==> config.mk <==
export PLATFORM = sky130hd
export DESIGN_NAME = alu_issue_stage
export DESIGN_NICKNAME = d
export VERILOG_FILES = /design/src/rtl/alu_pkg.sv /design/src/rtl/alu_ctl_decode.sv /design/src/rtl/alu_issue_stage.sv
export SDC_FILE = /design/constraint.sdc
export NUM_CORES = 2
export LEC_CHECK = 0
export CAP_MARGIN = 20
export CORE_ASPECT_RATIO = 1.2
export CORE_MARGIN = 2
export CORE_UTILIZATION = 50
export DETAILED_ROUTE_END_ITERATION = 16
export PLACE_DENSITY = 0.66
export SYNTH_ARGS = -nofsm -noshare
export SYNTH_HDL_FRONTEND = slang
export SYNTH_SLANG_ARGS = --single-unit
export TNS_END_PERCENT = 20
==> constraint.sdc <==
create_clock -name clk -period 5.7 [get_ports clk]
set_input_delay 0.57 -clock clk [delete_from_list [all_inputs] [get_ports clk]]
set_output_delay 0.57 -clock clk [all_outputs]
set_load 0.005 [all_outputs]
==> src/rtl/alu_pkg.sv <==
// alu_pkg: ALU control codes, main-decoder ALU classes and R-type funct values.
package alu_pkg;
    localparam logic [3:0] ALU_CTL_AND  = 4'b0000;
    localparam logic [3:0] ALU_CTL_OR   = 4'b0001;
    localparam logic [3:0] ALU_CTL_ADD  = 4'b0010;
    localparam logic [3:0] ALU_CTL_MUL  = 4'b0011;
    localparam logic [3:0] ALU_CTL_SUB  = 4'b0110;
    localparam logic [3:0] ALU_CTL_SLT  = 4'b0111;
    localparam logic [3:0] ALU_CTL_NOR  = 4'b1100;
    localparam logic [3:0] ALU_CTL_NAND = 4'b1101;
    localparam logic [3:0] ALU_CTL_ILL  = 4'b1111;

    localparam logic [1:0] ALUOP_MEM   = 2'b00;
    localparam logic [1:0] ALUOP_BR    = 2'b01;
    localparam logic [1:0] ALUOP_RTYPE = 2'b10;
    localparam logic [1:0] ALUOP_SLTI  = 2'b11;

    localparam logic [5:0] FUNCT_AND  = 6'b100100;
    localparam logic [5:0] FUNCT_OR   = 6'b100101;
    localparam logic [5:0] FUNCT_ADD  = 6'b100000;
    localparam logic [5:0] FUNCT_SUB  = 6'b100010;
    localparam logic [5:0] FUNCT_NOR  = 6'b100111;
    localparam logic [5:0] FUNCT_NAND = 6'b101111;
    localparam logic [5:0] FUNCT_SLT  = 6'b101010;
    localparam logic [5:0] FUNCT_MUL  = 6'b011000;
endpackage

==> src/rtl/alu_ctl_decode.sv <==
// alu_ctl_decode: combinational (alu_op, funct) -> ALU control code and illegal flag.
module alu_ctl_decode
    import alu_pkg::*;
(
    input  logic [1:0] alu_op_i,
    input  logic [5:0] funct_i,
    output logic [3:0] ctl_o,
    output logic       illegal_o
);
    logic [3:0] rtype_ctl;

    always_comb begin
        case (funct_i)
            FUNCT_AND:  rtype_ctl = ALU_CTL_AND;
            FUNCT_OR:   rtype_ctl = ALU_CTL_OR;
            FUNCT_ADD:  rtype_ctl = ALU_CTL_ADD;
            FUNCT_SUB:  rtype_ctl = ALU_CTL_SUB;
            FUNCT_NOR:  rtype_ctl = ALU_CTL_NOR;
            FUNCT_NAND: rtype_ctl = ALU_CTL_NAND;
            FUNCT_SLT:  rtype_ctl = ALU_CTL_SLT;
            FUNCT_MUL:  rtype_ctl = ALU_CTL_MUL;
            default:    rtype_ctl = ALU_CTL_ILL;
        endcase
    end

    assign ctl_o = alu_op_i == ALUOP_MEM  ? ALU_CTL_ADD :
                   alu_op_i == ALUOP_BR   ? ALU_CTL_SUB :
                   alu_op_i == ALUOP_SLTI ? ALU_CTL_SLT : rtype_ctl;
    assign illegal_o = alu_op_i == ALUOP_RTYPE && rtype_ctl == ALU_CTL_ILL;
endmodule

==> src/rtl/alu_issue_stage.sv <==
// alu_issue_stage: register file, ALU-control decode and registered operand issue to the ALU.
// ALU_ISSUE_IMM_EN adds alu_src/imm16 so src2 can take a sign-extended immediate.
module alu_issue_stage
    import alu_pkg::*;
#(
    parameter int DATA_W = 32,
    parameter int NREG   = 32,
    parameter int AW     = 5
) (
    input  logic              clk,
    input  logic              rst,
    input  logic              in_valid,
    output logic              in_ready,
    input  logic [AW-1:0]     rs_addr,
    input  logic [AW-1:0]     rt_addr,
    input  logic [1:0]        alu_op,
    input  logic [5:0]        funct,
`ifdef ALU_ISSUE_IMM_EN
    input  logic              alu_src,
    input  logic [15:0]       imm16,
`endif
    input  logic              wr_en,
    input  logic [AW-1:0]     wr_addr,
    input  logic [DATA_W-1:0] wr_data,
    output logic              out_valid,
    input  logic              out_ready,
    output logic [DATA_W-1:0] src1,
    output logic [DATA_W-1:0] src2,
    output logic [3:0]        ALU_control,
    output logic              illegal
);
    logic [DATA_W-1:0] rf_q [NREG];
    logic [DATA_W-1:0] src1_q, src2_q, src1_d, src2_d, rt_val;
    logic [3:0]        ctl_q, ctl_d;
    logic              ill_q, ill_d, valid_q, accept, wr_hit;

    alu_ctl_decode u_dec (
        .alu_op_i  (alu_op),
        .funct_i   (funct),
        .ctl_o     (ctl_d),
        .illegal_o (ill_d)
    );

    assign in_ready = ~valid_q | out_ready;
    assign accept   = in_valid & in_ready;
    assign wr_hit   = wr_en & (wr_addr != '0);

    // Forward a same-cycle writeback so the issued operand is never stale.
    assign src1_d = rs_addr == '0 ? '0 : (wr_hit && wr_addr == rs_addr) ? wr_data : rf_q[rs_addr];
    assign rt_val = rt_addr == '0 ? '0 : (wr_hit && wr_addr == rt_addr) ? wr_data : rf_q[rt_addr];
`ifdef ALU_ISSUE_IMM_EN
    logic alu_src_q;
    assign src2_d = alu_src ? {{(DATA_W-16){imm16[15]}}, imm16} : rt_val;
`else
    assign src2_d = rt_val;
`endif

    always_ff @(posedge clk) begin
        if (!rst) begin
            for (int i = 0; i < NREG; i++) rf_q[i] <= '0;
            src1_q  <= '0;
            src2_q  <= '0;
            ctl_q   <= '0;
            ill_q   <= 1'b0;
            valid_q <= 1'b0;
        end else begin
            if (wr_hit) rf_q[wr_addr] <= wr_data;
            if (accept) begin
                src1_q  <= src1_d;
                src2_q  <= src2_d;
                ctl_q   <= ctl_d;
                ill_q   <= ill_d;
                valid_q <= 1'b1;
            end else if (out_ready) begin
                valid_q <= 1'b0;
            end
        end
    end

`ifdef ALU_ISSUE_IMM_EN
    always_ff @(posedge clk) begin
        if (!rst) alu_src_q <= 1'b0;
        else if (accept) alu_src_q <= alu_src;
    end
`endif

    assign out_valid   = valid_q;
    assign src1        = src1_q;
    assign src2        = src2_q;
    assign ALU_control = ctl_q;
    assign illegal     = ill_q;
endmodule

==> results.sh <==
export IMPL_status="complete, no violations"
export IMPL_clk_latency_ps=720
export IMPL_area_delta_synth_final_pct=13.6
export IMPL_slew_limit_headroom_pct=19.4
export IMPL_synth_edff_count=1024
export IMPL_dieWidth_um=310
export IMPL_dp_hpwl_um=109000
export IMPL_critical_path_max_fanout=32
export IMPL_p_leak_uw=0.0226
export IMPL_pin_count=131
export IMPL_peakVddDrop_uv=244
export IMPL_crit_chain="clkdlybuf4s50_1, nor4_4, buf_4, a2111oi_2, o31ai_4, buf_4, nor4_1, a221o_1"
export IMPL_hold_worst_slack_ps=257
export IMPL_hold_class="primary input to register"
export IMPL_met1_length_um=67900
export IMPL_syn_area_per_cell_um2=14.0
export IMPL_ctsHoldBuffers=0
export IMPL_crit_type="primary input to register"
export IMPL_coreArea_um2=111000
export IMPL_ys_ff_latch=1094
export IMPL_worst_pin_slew_ps=1210
export IMPL_critical_path_max_stage_delay_ps=1170
export IMPL_setup_viol=0
export IMPL_ys_async_sr_fraction_pct=0
export IMPL_num_nets_final=4062
export IMPL_critPathLaunchType="primary input"
export IMPL_syn_area_um2=56300
export IMPL_dr_max_layer_used="met5"
export IMPL_grt_max_degree=103
export IMPL_track_usage_pct=31.7
export IMPL_fill_cells=8647
export IMPL_clockBufferDepth=3
export IMPL_hold_depth=3
export IMPL_antenna_found_initial=13
export IMPL_critical_path_top_delay_family="buffers and inverters"
export IMPL_yosysUniqueCellTypes=49
export IMPL_tns_ps=0
export IMPL_powerDensity_nw_per_um2=299
export IMPL_grt_pass1_vias=37300
export IMPL_fin_crit_ps=3370
export IMPL_place_congestion=0.875
export IMPL_cts_tree="yes"
export IMPL_via_count=36900
export IMPL_clk_pin_slew_ps=60
export IMPL_dr_wl_met2_um=88400
export IMPL_rows=134
export IMPL_timing_final_hold_violations=0
export IMPL_end_kind="register"
export IMPL_path_common_cell="buf_4"
export IMPL_cts_buffers=110
export IMPL_critPathRequiredTime_ps=6360
export IMPL_rsz0062_at_grt="false"
export IMPL_drive_gt1_share_pct=16.2
export IMPL_drt_total_wl_um=183000
export IMPL_synth_flop_cell="edfxtp_1"
export IMPL_fin_area_um2=63900
export IMPL_detail_route_first_pass_iterations=6
export IMPL_synth_warnings=0
export IMPL_crit_cells=8
export IMPL_root_buffer="clkbuf_16"
export IMPL_grt_first_pass_wirelength_um=259000
export IMPL_maxCapViolCount=0
export IMPL_maxSlewViolCount=0
export IMPL_avgRoutedWirePerCell_um=32.6
export IMPL_drt_iter0_markers=4492
export IMPL_post_route_period_util_pct=59.1
export IMPL_cts_post_setup_buffers_inserted=0
export IMPL_fin_skew_ps=21.9
export IMPL_yosysSeqAreaShare_pct=57.1
export IMPL_route_met3_wl_um=17100
export IMPL_dieHeight_um=372
export IMPL_globalRouteOverflowTotal=0
export IMPL_synthCells=4012
export IMPL_via_per_inst=6.59
export IMPL_critical_path_slowest_cell="clkdlybuf4s50_1"
export IMPL_die_area_um2=115000
export IMPL_placed_cell_area_um2=59900
export IMPL_route_detailed_drc=0
export IMPL_portBuffers=130
export IMPL_cts_resized=0
export IMPL_initial_core_util_pct=50.5
export IMPL_cts_sinks=1094
export IMPL_worst_path_buf_inv=3
export IMPL_arrival_ps=4030
export IMPL_drtAntennaViolNets=0
export IMPL_reg2reg_depth=5
export IMPL_timing_fmax_ghz=0.297
export IMPL_h_tree_depth=3
kinds of logic after synthesis:
logic type,share of synthesized area [%]
simple gates,13.6
buf+inv,3.26
mux,19.4
xor+xnor,0.156
flops,57.1
other cells,0.00666
compound gates,6.48
state kept, by name, summed over array words and instances, names as in the netlist:
signal	count
out_valid	1
src1	32
rf_q	1024
ALU_control	4
illegal	1
src2	32
worst reg2reg max path, stage by stage (launching register included):
cell	delay (ps)
dfxtp_1	320
nor2b_1	640
nor2_1	260
nor2_4	750
buf_4	500
a221o_1	240
final cells by class:
class / count / area (µm²) / area share [%]
tap: 1496 / 1870 / 2.93
sequential: 1094 / 32200 / 50.3
clock buffer: 147 / 3060 / 4.78
clock inverter: 62 / 641 / 1.00
multi-input combinational: 2521 / 23200 / 36.3
inverter: 5 / 18.8 / 0.0294
timing repair buffer: 270 / 3000 / 4.69
antenna: 5 / 12.5 / 0.0196
where the power goes:
| group | switching (µW) | internal [µW] |
|---|---|---|
| logic | 1210 | 854 |
| registers | 276 | 9240 |
| clock network | 3180 | 4340 |
| total | 4670 | 14400 |
layout by cell type, fill, tap and decap left out, drive strengths merged, types with 42 or more instances in the layout:
cell type	count
nand4	65
clkbuf	149
and2	992
a22oi	252
mux4	260
nor4	66
clkdlybuf4s50	125
a221o	64
clkinv	42
o22ai	126
buf	143
mux2i	504
dfxtp	70
edfxtp	1024
per-stage QoR:
step	setup slack, ps	power (µW)	util [%]	std cells
after floorplan	1580	10800	-	4043
after global placement	1640	11600	53.5	5362
after detailed placement	1660	11700	53.8	5375
after CTS	2400	19100	57.1	5584
after global routing	2280	19600	57.3	5598
final	2330	19100	57.3	5600
per-layer routing:
layer | global-route usage [%] | vias up
li1 | - | 15400
met1 | 40.9 | 18900
met2 | 51.9 | 1993
met3 | 5.57 | 506
met4 | 15.5 | 2
met5 | 0 | -
final timing paths:
check                 start        endpoint  slack (ps)
max              rs_addr[4]        src1[23]        2330
min                     rst  ALU_control[1]         260
max reg2reg       out_valid         src1[5]        2930
min reg2reg  ALU_control[3]  ALU_control[3]         460
synth_stat cells (all sizes together), types with 2 or more instances:
cell type | number | area (µm²)
o41ai | 2 | 17.5
dfxtp | 70 | 1400
and2 | 992 | 6210
nand4 | 65 | 407
a2111oi | 2 | 30.0
nor4 | 66 | 425
xnor2 | 10 | 87.6
nand3 | 7 | 35.0
mux2i | 504 | 5040
nor4bb | 4 | 40.0
a221o | 64 | 642
nand2b | 2 | 12.5
edfxtp | 1024 | 30700
a22oi | 252 | 1890
buf | 113 | 649
o22ai | 126 | 788
nand4bb | 2 | 22.5
mux4 | 260 | 5860
o21ai | 34 | 170
and4b | 2 | 20.0
clkbuf | 310 | 1160
or3b | 3 | 26.3
nor2b | 3 | 18.8
nor2 | 38 | 143
nor4b | 8 | 120
or4b | 2 | 20.0
inv | 4 | 15.0
nand3b | 8 | 60.1
o31ai | 2 | 25.0
nor3b | 2 | 15.0
and4bb | 2 | 25.0
o22a | 2 | 17.5
a21oi | 7 | 35.0
nand2 | 10 | 37.5
o21bai | 2 | 15.0
No activity file was read; power rests on OpenSTA's default activity.
